**src/rtl/frame_writer_pkg.sv**
```systemverilog
// frame_writer_pkg: shared pixel, write-request and frame state types.
package frame_writer_pkg;

   typedef struct packed {
      logic [7:0] r;
      logic [7:0] g;
      logic [7:0] b;
      logic [7:0] a;
   } pixel_t;

   typedef enum logic [1:0] {IDLE, RUN, DRAIN, DONE} frame_state_t;

   typedef struct packed {
      logic [31:0] addr;
      pixel_t      data;
   } write_req_t;

   localparam int BYTES_PER_PIXEL = 4;

   localparam logic [1:0] S_IDLE  = IDLE;
   localparam logic [1:0] S_RUN   = RUN;
   localparam logic [1:0] S_DRAIN = DRAIN;
   localparam logic [1:0] S_DONE  = DONE;

endpackage

```
**src/rtl/frame_writer_fifo.sv**
```systemverilog
// pixel_fifo: synchronous first-word-fall-through FIFO; dout holds the last popped entry while empty.
module pixel_fifo
   import frame_writer_pkg::*;
#(
   parameter int DEPTH = 8,
   parameter type T = write_req_t
)(
   input  logic clk,
   input  logic rst_n,
   input  logic push,
   input  logic pop,
   input  T     din,
   output T     dout,
   output logic full,
   output logic empty,
   output logic single
);

   localparam int AW = $clog2(DEPTH);

   T mem [DEPTH];
   T last;
   logic [AW-1:0] rd_ptr, wr_ptr;
   logic [AW:0] count;
   logic do_push, do_pop;

   assign full = count == (AW+1)'(DEPTH);
   assign empty = count == '0;
   assign single = count == (AW+1)'(1);
   assign do_push = push && !full;
   assign do_pop = pop && !empty;
   assign dout = empty ? last : mem[rd_ptr];

   always_ff @(posedge clk) begin
      if (do_push) mem[wr_ptr] <= din;
   end

   always_ff @(posedge clk) begin
      if (!rst_n) begin
         rd_ptr <= '0;
         wr_ptr <= '0;
         count <= '0;
         last <= '0;
      end else begin
         if (do_push) wr_ptr <= wr_ptr + AW'(1);
         if (do_pop) begin
            rd_ptr <= rd_ptr + AW'(1);
            last <= mem[rd_ptr];
         end
         count <= count + (AW+1)'(do_push) - (AW+1)'(do_pop);
      end
   end

endmodule

```
**src/rtl/frame_writer.sv**
```systemverilog
// frame_writer: tags raster pixels with framebuffer byte addresses, buffers them
// and issues valid/ready memory writes, pulsing frame_done once the frame is written.
module frame_writer
   import frame_writer_pkg::*;
#(
   parameter int WIDTH = 640,
   parameter int HEIGHT = 480,
   parameter int ADDR_W = 32,
   parameter int FIFO_DEPTH = 8
)(
   input  logic              pixel_clk,
   input  logic              pixel_rst_n,
   input  logic              start,
   input  logic [ADDR_W-1:0] base_addr,
   input  logic              pixel_valid,
   input  logic [31:0]       pixel_data,
   output logic              pixel_ready,
   output logic              wr_valid,
   input  logic              wr_ready,
   output logic [ADDR_W-1:0] wr_addr,
   output logic [31:0]       wr_data,
   output logic              busy,
   output logic              frame_done
);

   localparam int XW = $clog2(WIDTH + 1);
   localparam int YW = $clog2(HEIGHT + 1);

   typedef struct packed {
      logic [ADDR_W-1:0] addr;
      pixel_t            data;
   } req_t;

   logic [1:0] state;
   logic [XW-1:0] x;
   logic [YW-1:0] y;
   logic [ADDR_W-1:0] base, byte_offset;
   logic full, empty, single, accept, pop, x_wrap, last_px;
   req_t din, dout;

   assign pixel_ready = state == S_RUN && !full;
   assign accept = pixel_valid && pixel_ready;
   assign wr_valid = !empty;
   assign pop = wr_valid && wr_ready;
   assign x_wrap = x == XW'(WIDTH - 1);
   assign last_px = x_wrap && y == YW'(HEIGHT - 1);
   assign din = '{addr: base + byte_offset, data: pixel_t'(pixel_data)};
   assign wr_addr = dout.addr;
   assign wr_data = dout.data;
   assign busy = state != S_IDLE;
   assign frame_done = state == S_DONE;

   always_ff @(posedge pixel_clk) begin
      if (!pixel_rst_n) begin
         state <= S_IDLE;
         x <= '0;
         y <= '0;
         base <= '0;
         byte_offset <= '0;
      end else begin
         if (state == S_IDLE && start) begin
            state <= S_RUN;
            base <= base_addr;
            x <= '0;
            y <= '0;
            byte_offset <= '0;
         end
         if (accept) begin
            byte_offset <= byte_offset + ADDR_W'(BYTES_PER_PIXEL);
            x <= x_wrap ? '0 : x + XW'(1);
            y <= x_wrap ? y + YW'(1) : y;
            if (last_px) state <= S_DRAIN;
         end
         // Leave DRAIN on the edge that pops the final entry so DONE follows the last write directly
         if (state == S_DRAIN && (empty || (pop && single))) state <= S_DONE;
         if (state == S_DONE) state <= S_IDLE;
      end
   end

   pixel_fifo #(.DEPTH(FIFO_DEPTH), .T(req_t)) u_fifo (
      .clk(pixel_clk),
      .rst_n(pixel_rst_n),
      .push(accept),
      .pop(pop),
      .din(din),
      .dout(dout),
      .full(full),
      .empty(empty),
      .single(single)
   );

endmodule

```
**config.mk**
```make
export PLATFORM = sky130hd
export DESIGN_NAME = frame_writer
export DESIGN_NICKNAME = d
export VERILOG_FILES = /design/src/rtl/frame_writer_pkg.sv /design/src/rtl/frame_writer_fifo.sv /design/src/rtl/frame_writer.sv
export SDC_FILE = /design/constraint.sdc
export NUM_CORES = 1
export LEC_CHECK = 0
export ABC_AREA = 1
export CORE_ASPECT_RATIO = 1.2
export CORE_UTILIZATION = 30
export DETAILED_ROUTE_END_ITERATION = 7
export SETUP_SLACK_MARGIN = 0.05
export SLEW_MARGIN = 20
export SYNTH_ARGS = -nofsm -noshare
export SYNTH_HDL_FRONTEND = slang
export SYNTH_SLANG_ARGS = --single-unit
```
**constraint.sdc**
```tcl
create_clock -name pixel_clk -period 9.95 [get_ports pixel_clk]
set_input_delay 1.4925 -clock pixel_clk [delete_from_list [all_inputs] [get_ports pixel_clk]]
set_output_delay 1.4925 -clock pixel_clk [all_outputs]
set_load 0.01 [all_outputs]
```
; ---- Word level (Yosys, flattened, before mapping)
; Memories as Yosys holds them, arrays and structs flattened. A register that Yosys moved wholly into a read port is not among the register bits.
; Cells that the tools add are included.
[totals]
register_bits = 159
latchBits = 0
ram_bits = 512
rom_bits = 0
inputBits = 69
output_inout_bits = 68
wordCells = 66
n_memories = 1
[classes]
addsub = 8
n_mul = 0
n_div = 0
order_cmp = 0
eq_ne = 8
n_shift = 0
muxes = 17
bitwise = 1
reduce_logical = 18
[mem_list]
columns = name, words, width, read_ports, rd_clocked_by_memory_dff, wr, line
row1 = u_fifo.mem, 8, 64, 1, 1, 1, frame_writer_fifo.sv:21  ; T mem [DEPTH];
[op_table]
columns = operator, n
row1 = $mux W32, 2
row2 = $mux W64, 1
row3 = $add A32 B3 Y32 const B, 1
row4 = $add A32 B32 Y32, 1
row5 = $mux W10, 3
row6 = $mux W9, 3
row7 = $add A10 B1 Y10 const B, 1
row8 = $eq A10 B10 Y1 const B, 1
row9 = $add A9 B1 Y9 const B, 1
row10 = $eq A9 B9 Y1 const B, 1
row11 = $logic_and A1 B1 Y1, 9
row12 = $mux W2, 4
row13 = $add A3 B1 Y3 const B, 2
row14 = $mux W3, 2
row15 = $add A4 B1 Y4, 1
row16 = $eq A2 B2 Y1 const B, 2
row17 = $eq A4 B1 Y1 const B, 1
row18 = $eq A4 B4 Y1 const B, 1
row19 = $logic_not A4 Y1, 1
row20 = $reduce_bool A2 Y1, 2
row21 = $sub A4 B1 Y4, 1
row22 = $eq A2 B1 Y1 const B, 1
row23 = $logic_not A1 Y1, 2
row24 = $logic_not A2 Y1, 1
row25 = 6 further kinds, 7

; ---- Depth between registers and ports, before layout
[logic_depth]
depth_word = 7
depth_mapped = 13
ltp_nobuf = 12

; ---- By module
; A second synthesis with hierarchy kept.
[unflattened]
cells_unflattened = 3576
hier_area_um2 = 31410.1
[by_module_without_submodules]
columns = mod, n_inst, cells_per_inst, area_each_um2
row1 = pixel_fifo, 1, 2534, 25305.5
row2 = frame_writer, 1, 1042, 6104.6

; ---- Worst setup path before layout
; No wires, ideal clock.
[synth_path]
kind = input-to-reg
start = in pixel_valid
end = mem u_fifo.mem[0][0] (netlist name) (enable)
setup_ps = 486
t_arrival_ps = 4721
setup_slack_ps = 4742
path_stages = 5
path_buffers = 1
path_cell_list = nand3_1 -> clkinv_1 -> buf_2 -> nand2_1 -> nor2_1
[synth_via]
elab_chain_cells = 4
[synth_rtl]
columns = item, line
row1 = from (decl), frame_writer.sv:15  ; input logic pixel_valid,
row2 = $logic_and A1 B1 Y1, frame_writer.sv:42  ; assign accept = pixel_valid && pixel_ready;
row3 = $logic_and A1 B1 Y1, frame_writer_fifo.sv:30  ; assign do_push = push && !full;
row4 = $mux W1, frame_writer_fifo.sv:35  ; if (do_push) mem[wr_ptr] <= din;
row5 = $mux W1 (not written as such), frame_writer_fifo.sv:35
row6 = to (decl), frame_writer_fifo.sv:21
; Every way passes these cells.

==> flow_metrics.tcl <==
set metrics [dict create \
    track_usage_pct 15.1 \
    ant_nets 0 \
    synth-xor-area-share_pct 0.571 \
    synthCells 2920 \
    first_global_vias 19900 \
    dpl.hpwl_um 44300 \
    synth_fp_nets 3031 \
    cts.clk_slew.worst_paths_ns 0.06 \
    numCtsBuffers 70 \
    rsz0062_at_grt "no" \
    htree_levels 3 \
    skew_ns 0.0231 \
    cts.sink_count 672 \
    r2r_setup_slack_ns 6.20 \
    yosys_warnings 0 \
    cts_resized 0 \
    final_nets 3111 \
    fin_setup_tns_ns 0 \
    route.detailed.drc 0 \
    crit-reg2reg-launch "u_fifo.count[2]$_SDFF_PN0_" \
    grt_max_degree 231 \
    power_density_nw_per_um2 237 \
    synth_seq_cells 672 \
    crit_fanout 98 \
    max-cap-violations 0 \
    place.gp.congestion 0.830 \
    postCtsHoldBufs 0 \
    yosysTopAreaCell "edfxtp_1" \
    synth.cell_area_sq_um 29200 \
    crit_end "wr_addr[20]" \
    path_cells "inv_6, buf_4, o21ai_0, o21ai_0, o21ai_1, o21ai_1, clkdlybuf4s50_1" \
    pre_cts_slack_ns 4.72 \
    grt_pass1_wl_um 115000 \
    clockRootBuffer "clkbuf_16" \
    ys.flop_type "edfxtp_1" \
    muxShareOfSynthArea_pct 0 \
    synth_simple_gate_area_share_pct 14.5 \
    worst_slack_ns 4.17 \
    die_w_um 287 \
    post-route-period-util_pct 58.1 \
    post_cts_buffers 0 \
    synth_compound_area_share_pct 14.7 \
    critPathLaunchType "flop" \
    synth_top_area_share_pct 52.7 \
    die_y_um 344 \
    max-slew-margin-rel_pct 27.1 \
    multi_input_area_sq_um 9290 \
    clk_latency_ns 0.62 \
    r2r-end "u_fifo.mem[0][55]$_DFFE_PP_" \
    die_area_sq_um 98500 \
    totalWireLength_um 74800 \
    status "finished clean" \
    synthTopCellsByArea "edfxtp_1 (53%), dfxtp_1 (11%), nor2_1 (7.2%)" \
    firstDrtPassIters 5 \
    rows 124 \
    yosysUniqueCellTypes 40 \
    synth_edf_count 512 \
    yosysMostFrequentCell "nor2_1" \
    slew_viol_final 0 \
    cts_tree "done" \
    crit_path_end_kind "primary output" \
    wire_per_inst_um 17.3 \
    post-route-min-period_ns 5.78 \
    arrival_ns 4.28 \
    fmax_mhz 173 \
    vias 20700 \
    io_buffers 136 \
    layout-drive-gt1-share_pct 6.28 \
    place_area_sq_um 31700 \
    synth_top_family_by_area "compound AO/OA/AOI/OAI gates" \
    start_util_pct 30.5 \
    coreArea_sq_um 95700 \
    synthArstFlopShare_pct 0 \
    viasPerCell 4.80 \
    final_util_pct 35.4 \
    crit_type "reg -> out" \
    rr_worst_depth 9 \
    required_ns 8.46 \
    initialDrtViolationCount 1568 \
    clockBufferDepth 3 \
    stdcell_area_sq_um 33900 \
    area_delta_synth_final_pct 16.3 \
    worstMarginPinSlew_ns 1.09 \
    seqCellArea_sq_um 18600 \
    synth-adder-area-share_pct 1.83 \
    setup_violations 0 \
    fillers 9474 \
    grt-ovfl-total 0 \
    finalHoldViolCount 0 \
    ios 137 \
    antenna_found_initial 0 \
    max-vdd-ir-drop_mv 0.204 \
    slowest_delay_ns 0.87 \
    p_leak_uw 0.0119 \
    ys_seq_area_share_pct 63.7 \
    hold_class "reg -> reg" \
    synth_commonest_cells "nor2_1 (563), edfxtp_1 (512), nand2_1 (421), o21ai_0 (418), inv_1 (162)" \
    slowest_stage "buf_4" \
    syn_area_per_cell_sq_um 9.99 \
]
[cell usage in the layout (no fill, tap or decap), drive strengths merged, types with 2 or more instances in the layout]
cell type and instances:
clkdlybuf4s50 135, clkinv 27, o21a 5, bufinv 4, or2 2, xor2 18, nor3 19, clkinvlp 3
buf 26, nor2 563, dfxtp 160, nand3 64, o211ai 67, edfxtp 512, clkbuf 92, nand4 12
a21oi 130, o21ai 569, inv 170, ha 41, diode 2, a22oi 2, nand2 421, o21bai 3
[logic make-up (layout without fill, tap and decap cells)]
logic type | Yosys count | count (layout)
compound gates | 780 | 780
fa+ha+maj | 42 | 42
simple gates | 1084 | 1084
xor+xnor | 19 | 19
other cells | 1 | 3
buf+inv | 322 | 457
flops | 672 | 672
[how the worst min path moves through the flow]
| stage | from | end | slack, ns | cells after the start |
|---|---|---|---|---|
| 6_report | u_fifo.rd_ptr[2]$_SDFFE_PN0P_ | flop | 0.46 | 2 |
| 5_1_grt | u_fifo.rd_ptr[2]$_SDFFE_PN0P_ | flop | 0.49 | 2 |
| 4_1_cts | u_fifo.rd_ptr[2]$_SDFFE_PN0P_ | flop | 0.46 | 2 |
| 3_5_place_dp | u_fifo.rd_ptr[2]$_SDFFE_PN0P_ | flop | 0.45 | 2 |
| 3_3_place_gp | u_fifo.rd_ptr[2]$_SDFFE_PN0P_ | flop | 0.44 | 2 |
| 2_1_floorplan | u_fifo.rd_ptr[2]$_SDFFE_PN0P_ | flop | 0.43 | 2 |
[metrics by stage]
step                      instances  total power (uW)  hold WS (ns)
after floorplan                2920              4610         0.433
after global placement         4188              5530         0.438
after detailed placement       4188              5560         0.449
after CTS                      4315              8150         0.459
after global routing           4315              8490         0.490
final                          4317              8040         0.458
[state kept, by name (all words and copies together) (netlist names), named ones only]
register,cells
base,32
u_fifo.wr_ptr,3
u_fifo.last,64
u_fifo.rd_ptr,3
byte_offset,30
y,9
u_fifo.mem,512
x,10
state,2
u_fifo.count,4
[power by group]
part           internal [uW]  leakage, uW  total, uW  switching [uW]
Combinational            792      0.00482       2180            1390
Sequential              3180      0.00597       3290             109
Clock                   1470      0.00110       2570            1090
Total                   5450       0.0119       8040            2600
[per-layer routing]
layer	global-route usage [%]	vias up	part of all wire [%]
met2	25.2	464	47
met3	2.47	81	5.3
met5	0	-	0
li1	-	10300	-
met1	20.2	9927	46
met4	4.24	0	1.8
[final cells by class]
cell class	count	area share [%]
clock inverter	35	1.02
tap	1260	4.65
clock buffer	92	5.65
multi-input combinational	1926	27.4
sequential	672	54.8
antenna	2	0.0148
inverter	169	1.90
timing repair buffer	161	4.59
[worst max-delay path, delay by kind of cell (launching register included)]
kind	cells	cell delay [ns]
DFF	1	0.55
buffers and inverters	3	2.10
AOI/OAI and AO/OA	4	0.93
No activity file was read; power rests on OpenSTA's default activity.
